## config.mk

```make
export PLATFORM = sky130hd
export DESIGN_NAME = if_id_skid_reg_flat
export DESIGN_NICKNAME = d
export VERILOG_FILES = /design/src/rtl/if_id_skid_reg_if.sv /design/src/rtl/if_id_skid_reg.sv /design/src/flat_wrapper.sv
export SDC_FILE = /design/constraint.sdc
export NUM_CORES = 1
export LEC_CHECK = 0
export CAP_MARGIN = 15
export CELL_PAD_IN_SITES_DETAIL_PLACEMENT = 0
export CELL_PAD_IN_SITES_GLOBAL_PLACEMENT = 1
export CORE_UTILIZATION = 40
export CTS_CLUSTER_DIAMETER = 150
export DETAILED_ROUTE_END_ITERATION = 16
export PLACE_DENSITY = 0.77
export SKIP_LAST_GASP = 1
export SYNTH_ARGS = -nofsm -noshare
export SYNTH_HDL_FRONTEND = slang
export SYNTH_SLANG_ARGS = --single-unit
```

## constraint.sdc

```tcl
create_clock -name clk -period 2.6 [get_ports clk]
set_input_delay 0.78 -clock clk [delete_from_list [all_inputs] [get_ports clk]]
set_output_delay 0.78 -clock clk [all_outputs]
set_load 0.01 [all_outputs]
```

## src/rtl/if_id_skid_reg_if.sv

```systemverilog
// IF/ID handshake bundle: fetch-side beat in, decode-side beat out, plus branch flush.
interface if_id_skid_reg_if #(
    parameter int DATA_W = 32
);
    logic              if_valid;
    logic [DATA_W-1:0] if_pc;
    logic [DATA_W-1:0] if_instr;
    logic              if_ready;
    logic              flush;
    logic              id_valid;
    logic [DATA_W-1:0] id_pc;
    logic [DATA_W-1:0] id_instr;
    logic              id_ready;

    modport master (
        output if_valid, if_pc, if_instr, flush, id_ready,
        input  if_ready, id_valid, id_pc, id_instr
    );

    modport slave (
        input  if_valid, if_pc, if_instr, flush, id_ready,
        output if_ready, id_valid, id_pc, id_instr
    );
endinterface

```

## src/rtl/if_id_skid_reg.sv

```systemverilog
// IF/ID pipeline register with a 2-entry skid buffer and branch flush.
// Optional IF_ID_PERF_EN adds saturating stall/flush counters.
module if_id_skid_reg #(
    parameter int DATA_W = 32,
    parameter int CNT_W  = 16
) (
    input  logic             clk,
    input  logic             rst,
    if_id_skid_reg_if.slave  bus
`ifdef IF_ID_PERF_EN
    ,
    output logic [CNT_W-1:0] stall_cnt,
    output logic [CNT_W-1:0] flush_cnt
`endif
);
    localparam logic [1:0] EMPTY = 2'b00;
    localparam logic [1:0] ONE   = 2'b01;
    localparam logic [1:0] FULL  = 2'b11;

    logic              main_v, skid_v;
    logic [DATA_W-1:0] main_pc, main_instr;
    logic [DATA_W-1:0] skid_pc, skid_instr;
    logic [1:0]        state;
    logic              accept, xfer;

    // Occupancy is read straight off the valid bits; skid only fills behind main.
    assign state  = {skid_v, main_v};
    assign accept = bus.if_valid && !skid_v;
    assign xfer   = main_v && bus.id_ready;

    assign bus.if_ready = !skid_v;
    assign bus.id_valid = main_v;
    assign bus.id_pc    = main_pc;
    assign bus.id_instr = main_v ? main_instr : '0;

    always_ff @(posedge clk or negedge rst) begin
        if (!rst) begin
            main_v     <= 1'b0;
            skid_v     <= 1'b0;
            main_pc    <= '0;
            main_instr <= '0;
            skid_pc    <= '0;
            skid_instr <= '0;
        end else if (bus.flush) begin
            main_v <= 1'b0;
            skid_v <= 1'b0;
        end else begin
            case (state)
                EMPTY: begin
                    if (accept) begin
                        main_v     <= 1'b1;
                        main_pc    <= bus.if_pc;
                        main_instr <= bus.if_instr;
                    end
                end
                ONE: begin
                    if (accept && xfer) begin
                        main_pc    <= bus.if_pc;
                        main_instr <= bus.if_instr;
                    end else if (accept) begin
                        skid_v     <= 1'b1;
                        skid_pc    <= bus.if_pc;
                        skid_instr <= bus.if_instr;
                    end else if (xfer) begin
                        main_v <= 1'b0;
                    end
                end
                FULL: begin
                    if (xfer) begin
                        skid_v     <= 1'b0;
                        main_pc    <= skid_pc;
                        main_instr <= skid_instr;
                    end
                end
                default: begin
                    main_v <= 1'b0;
                    skid_v <= 1'b0;
                end
            endcase
        end
    end

`ifdef IF_ID_PERF_EN
    always_ff @(posedge clk or negedge rst) begin
        if (!rst) begin
            stall_cnt <= '0;
            flush_cnt <= '0;
        end else begin
            if (main_v && !bus.id_ready && stall_cnt != {CNT_W{1'b1}})
                stall_cnt <= stall_cnt + 1'b1;
            // Only flushes that actually squash something are counted.
            if (bus.flush && (main_v || skid_v) && flush_cnt != {CNT_W{1'b1}})
                flush_cnt <= flush_cnt + 1'b1;
        end
    end
`endif
endmodule

```

## src/flat_wrapper.sv

```systemverilog
// flat-port wrapper written by rule: the top's interface ports become plain ports
module if_id_skid_reg_flat 
#(
    parameter int DATA_W = 32,
    parameter int CNT_W  = 16
)
  (clk, rst, bus_if_valid, bus_if_pc, bus_if_instr, bus_flush, bus_id_ready, bus_if_ready, bus_id_valid, bus_id_pc, bus_id_instr);
  if_id_skid_reg_if #(.DATA_W(DATA_W)) bus_i ();
  input  logic clk;
  input  logic rst;
  input wire logic [$bits(bus_i.if_valid)-1:0] bus_if_valid;
  input wire logic [$bits(bus_i.if_pc)-1:0] bus_if_pc;
  input wire logic [$bits(bus_i.if_instr)-1:0] bus_if_instr;
  input wire logic [$bits(bus_i.flush)-1:0] bus_flush;
  input wire logic [$bits(bus_i.id_ready)-1:0] bus_id_ready;
  output wire logic [$bits(bus_i.if_ready)-1:0] bus_if_ready;
  output wire logic [$bits(bus_i.id_valid)-1:0] bus_id_valid;
  output wire logic [$bits(bus_i.id_pc)-1:0] bus_id_pc;
  output wire logic [$bits(bus_i.id_instr)-1:0] bus_id_instr;
  assign bus_i.if_valid = bus_if_valid;
  assign bus_i.if_pc = bus_if_pc;
  assign bus_i.if_instr = bus_if_instr;
  assign bus_i.flush = bus_flush;
  assign bus_i.id_ready = bus_id_ready;
  assign bus_if_ready = bus_i.if_ready;
  assign bus_id_valid = bus_i.id_valid;
  assign bus_id_pc = bus_i.id_pc;
  assign bus_id_instr = bus_i.id_instr;
  if_id_skid_reg #(.DATA_W(DATA_W), .CNT_W(CNT_W)) u_core (.clk(clk), .rst(rst), .bus(bus_i));
endmodule
```

Word-level counts from Yosys, hierarchy flattened
Index checks and enable logic that the tools add are counted.
- flip-flop bits (word level): 130
- equality and inequality tests: 13
- multiplexer cells: 18
- bitwise operators: 2
- reduce and logical (&&, ||, !) cells: 10
- operators with widths (operator ; count):
    $mux W32 ; 7
    $pmux W32 S3 ; 2
    $ne A3 B2 Y1 const B ; 4
    $reduce_and A5 Y1 ; 2
    $reduce_and A4 Y1 ; 2
    $mux W1 ; 7
    $ne A2 B1 Y1 const B ; 3
    $ne A3 B3 Y1 const B ; 2
    $pmux W1 S3 ; 2
    $ne A2 B2 Y1 const B ; 2
    $logic_and A1 B1 Y1 ; 3
    $reduce_bool A3 Y1 ; 1
    $eq A2 B1 Y1 const B ; 1
    $eq A2 B2 Y1 const B ; 1
    $logic_not A2 Y1 ; 1
    $not A1 Y1 ; 2
    $logic_not A1 Y1 ; 1

Longest topological paths before layout
- depth in word-level cells: 6
- depth in mapped cells: 6
- mapped depth without buffers: 3

Worst setup path after synthesis
Ideal clock, no wire load.
- path type: input -> register
- start: input bus_id_ready
- end: register u_core.skid_pc[22]
- library setup time: 125 ps
- arrival time: 1913 ps
- slack: 562 ps
- stages on the path: 4
- cell sequence: nand2b_2 > nor3_4 > buf_6 > mux2_2
- longest elaborated chain between the ends: 4
- ends and longest elaborated chain (item ; RTL line ; text):
    start, declared ; flat_wrapper.sv:15 ; input wire logic [$bits(bus_i.id_ready)-1:0] bus_id_ready;
    $logic_and A1 B1 Y1 ; if_id_skid_reg.sv:29 ; assign xfer = main_v && bus.id_ready;
    $logic_and A1 B1 Y1 ; if_id_skid_reg.sv:57 ; if (accept && xfer) begin
    $not A1 Y1 (no source line) ; - ;
    $reduce_and A4 Y1 (no source line) ; - ;
    end signal, assigned ; if_id_skid_reg.sv:62 ; skid_pc <= bus.if_pc;
    end, declared ; if_id_skid_reg.sv:22 ; logic [DATA_W-1:0] skid_pc, skid_instr;
No other way between the ends.
A chain may end at the register's enable or synchronous reset.

Worst setup path in the final report
- start: register u_core.main_v, in the netlist u_core.bus.id_valid
- end: output bus_id_instr[28]
- longest elaborated chain between the ends: 1
- ends and longest elaborated chain (item ; RTL line ; text):
    start, declared ; if_id_skid_reg.sv:20 ; logic main_v, skid_v;
    start signal, assigned ; if_id_skid_reg.sv:38 ; main_v <= 1'b0;
    start signal, assigned ; if_id_skid_reg.sv:45 ; main_v <= 1'b0;
    start signal, assigned ; if_id_skid_reg.sv:51 ; main_v <= 1'b1;
    $mux W32 ; if_id_skid_reg.sv:34 ; assign bus.id_instr = main_v ? main_instr : '0;
    end, declared ; flat_wrapper.sv:19 ; output wire logic [$bits(bus_i.id_instr)-1:0] bus_id_instr;
No other way between the ends.

==> impl_results.md <==
* Port-buffer cells at 134
* Root cell of the clock tree: clkbuf_16
* Final hold vios at 0
* Row Count at 43
* Slew headroom at 72.8%
* Mean Syn Cell Area at 15.1 um2
* Fmax at between 400 and 500 MHz
* DRT Pass-1 Iters at 4
* Fillers at ~1.1k
* DRT antenna net count at 0
* Layout Skew at roughly 6.5 ps
* Worst Path Arrival at 1720 ps
* Final #Nets at approximately 600
* Final Slew Violations at 0
* Gr ovfl total at 0
* Clock latency on the worst-skew pair at 410 ps
* Gates resized, CTS repair at 0
* DP HPWL at 8.15 mm
* Layout area overhead at 38.5%
* Register area share after synthesis at 55.5%
* Setup ws final at 104 ps
* Post-CTS Setup Bufs at 0
* Post-synth cell types at 19
* Leakage at 0.00340 uW
* Die Ht at 123 um
* GRT Total Usage at about 18%
* Number of DRC violations after detailed-routing iteration 0 at 112
* Area leader, netlist: dfrtp_1
* Gate Count Post-Synth at a little under 400
* Multi-input logic area at 2440 um2
* Hold Buf Count CTS at 0
* Initial Utilization at about two fifths
* Setup TNS at 0 ps
* Top-level I/O count at 135
* Max cap viols at 0
* CTS Sinks at 130
* Flop-to-flop setup slack at approximately 800 ps
* Crit Path Max Fanout at 23
* Util after Layout at around 58%
* CP endpoint kind: output port
* H-tree levels at 4
* Power Density at just under 800 nW/um2
* Worst Path Required at 1820 ps
* Die width at 123 um
* Largest net degree at the start of global routing at 51
* Share of cells above drive strength 1 at 38.6%
* Vias at 3577
* CTS buffer count at 17
* First-pass GRT wire length at 19.8 mm
* Final min period at 2500 ps
* Core ar. at roughly 14000 um2
* Die area at 15100 um2
* Worst-Margin Slew at 408 ps
* Max VDD drop at 0.496 mV
* Mapped cell area at 5860 um2
* Routed len/inst at roughly 17 um
* Setup violations, final at 0
* Crit Path Class: reg -> out
* Period utilization at 96.0%
* Area share of the largest cell type after synthesis at around 55%
* Clock slew at reported path FFs at 60 ps
* Initial antenna violation count at 0
* Outcome: finished, final reports clean
* Placer Congestion at 0.746
* Routed WL at between 10 and 15 mm
* Vias in the first global route at 3922
* Yosys reg bits at 130
* Placed cells at 694
* CTS max path bufs at 2
* CP startpoint kind: flop
* RSZ-0062 raised after global routing: false
* DRC at 0
* Number of diodes at 0
* Ranking of synthesized cells by area: dfrtp_1 (55%), mux2_2 (31%), mux2_1 (6.1%)
* Vias per cell at 4.93
* Synth warnings at 0
* Hold Crit Class: in -> async
* Sequential cell area at 3250 um2
* Pre-CTS setup slack at 91.0 ps
* Syn_nets at about 460
* CTS tree: built
* Non-Filler Instances at 726
power by group:
group          leakage (uW)  internal, uW  total (uW)  switching [uW]
Combinational       0.00152           721        1100             376
Clock              0.000318          1780        2640             866
Sequential          0.00156          2470        2680             212
final cells by class:
type                            instances  share of cell area [%]
Tap cell                              180                    2.77
Sequential cell                       130                    40.1
Multi-Input combinational cell        234                    30.1
Clock inverter                         12                    2.51
Timing Repair Buffer                  148                    18.8
Clock buffer                           20                    5.75
Inverter                                2                  0.0925
per-stage QoR:
step,total power (uW),area [um2],hold WS [ps]
after detailed placement,3830,7440,471
after floorplan,3240,5860,454
after global placement,3770,7440,463
final,6420,8120,303
after CTS,6500,8120,301
after global routing,6720,8120,323
cell families after synthesis:
logic type | Yosys count | synth area share [%]
compound gates | 3 | 0.299
flops | 130 | 55.5
mux | 192 | 36.9
buf+inv | 25 | 2.97
simple gates | 39 | 4.35
synthesized netlist by cell type:
library cell / number
a21oi_1: 1
and2_1: 32
buf_2: 7
buf_4: 7
buf_6: 6
clkbuf_1: 3
dfrtp_1: 130
inv_1: 2
mux2_1: 32
mux2_2: 160
nand2_2: 1
nand2b_1: 1
nand2b_2: 1
nor2_1: 1
nor2b_1: 1
nor3_4: 1
nor3b_1: 1
o21ai_0: 1
o21bai_1: 1
critical path, stage by stage, from the launching register on:
cell and delay [ps]:
dfrtp_1 350, buf_6 190, and2_1 200, clkdlybuf4s50_1 560
routing by layer:
layer  vias to the layer above  GRT usage, %  part of all wire (%)
li1                       1666             -                     -
met1                      1794          23.5                    47
met2                        99          26.9                    46
met3                        18          5.17                   5.3
met4                         0          7.00                   1.6
met5                         -             0                     0
flip-flops by register name (all words and copies together), names as in the netlist:
register / count
u_core.bus.id_pc: 32
u_core.main_instr: 32
u_core.skid_instr: 32
u_core.skid_pc: 32
u_core.bus.id_valid: 1
u_core.skid_v: 1
worst paths after layout:
path,from,to,depth (start not counted)
setup / recovery,u_core.bus.id_valid,bus_id_instr[28],3
hold / removal,rst,u_core.skid_pc[16],1
setup reg to reg,u_core.bus.id_valid,u_core.bus.id_pc[14],5
hold reg to reg,u_core.skid_pc[15],u_core.skid_pc[15],1
max in group asynchronous,rst,u_core.bus.id_pc[20],2
min in group clk,u_core.skid_pc[15],u_core.skid_pc[15],1
cells in the final DEF (no fill, tap or decap), drive strengths merged, types with 2 or more instances in the layout:
master,instances
and2,32
buf,15
bufinv,5
clkbuf,20
clkdlybuf4s50,133
clkinv,4
clkinvlp,3
dfrtp,130
inv,2
mux2,192
nand2b,2
No activity file was read; power rests on OpenSTA's default activity.
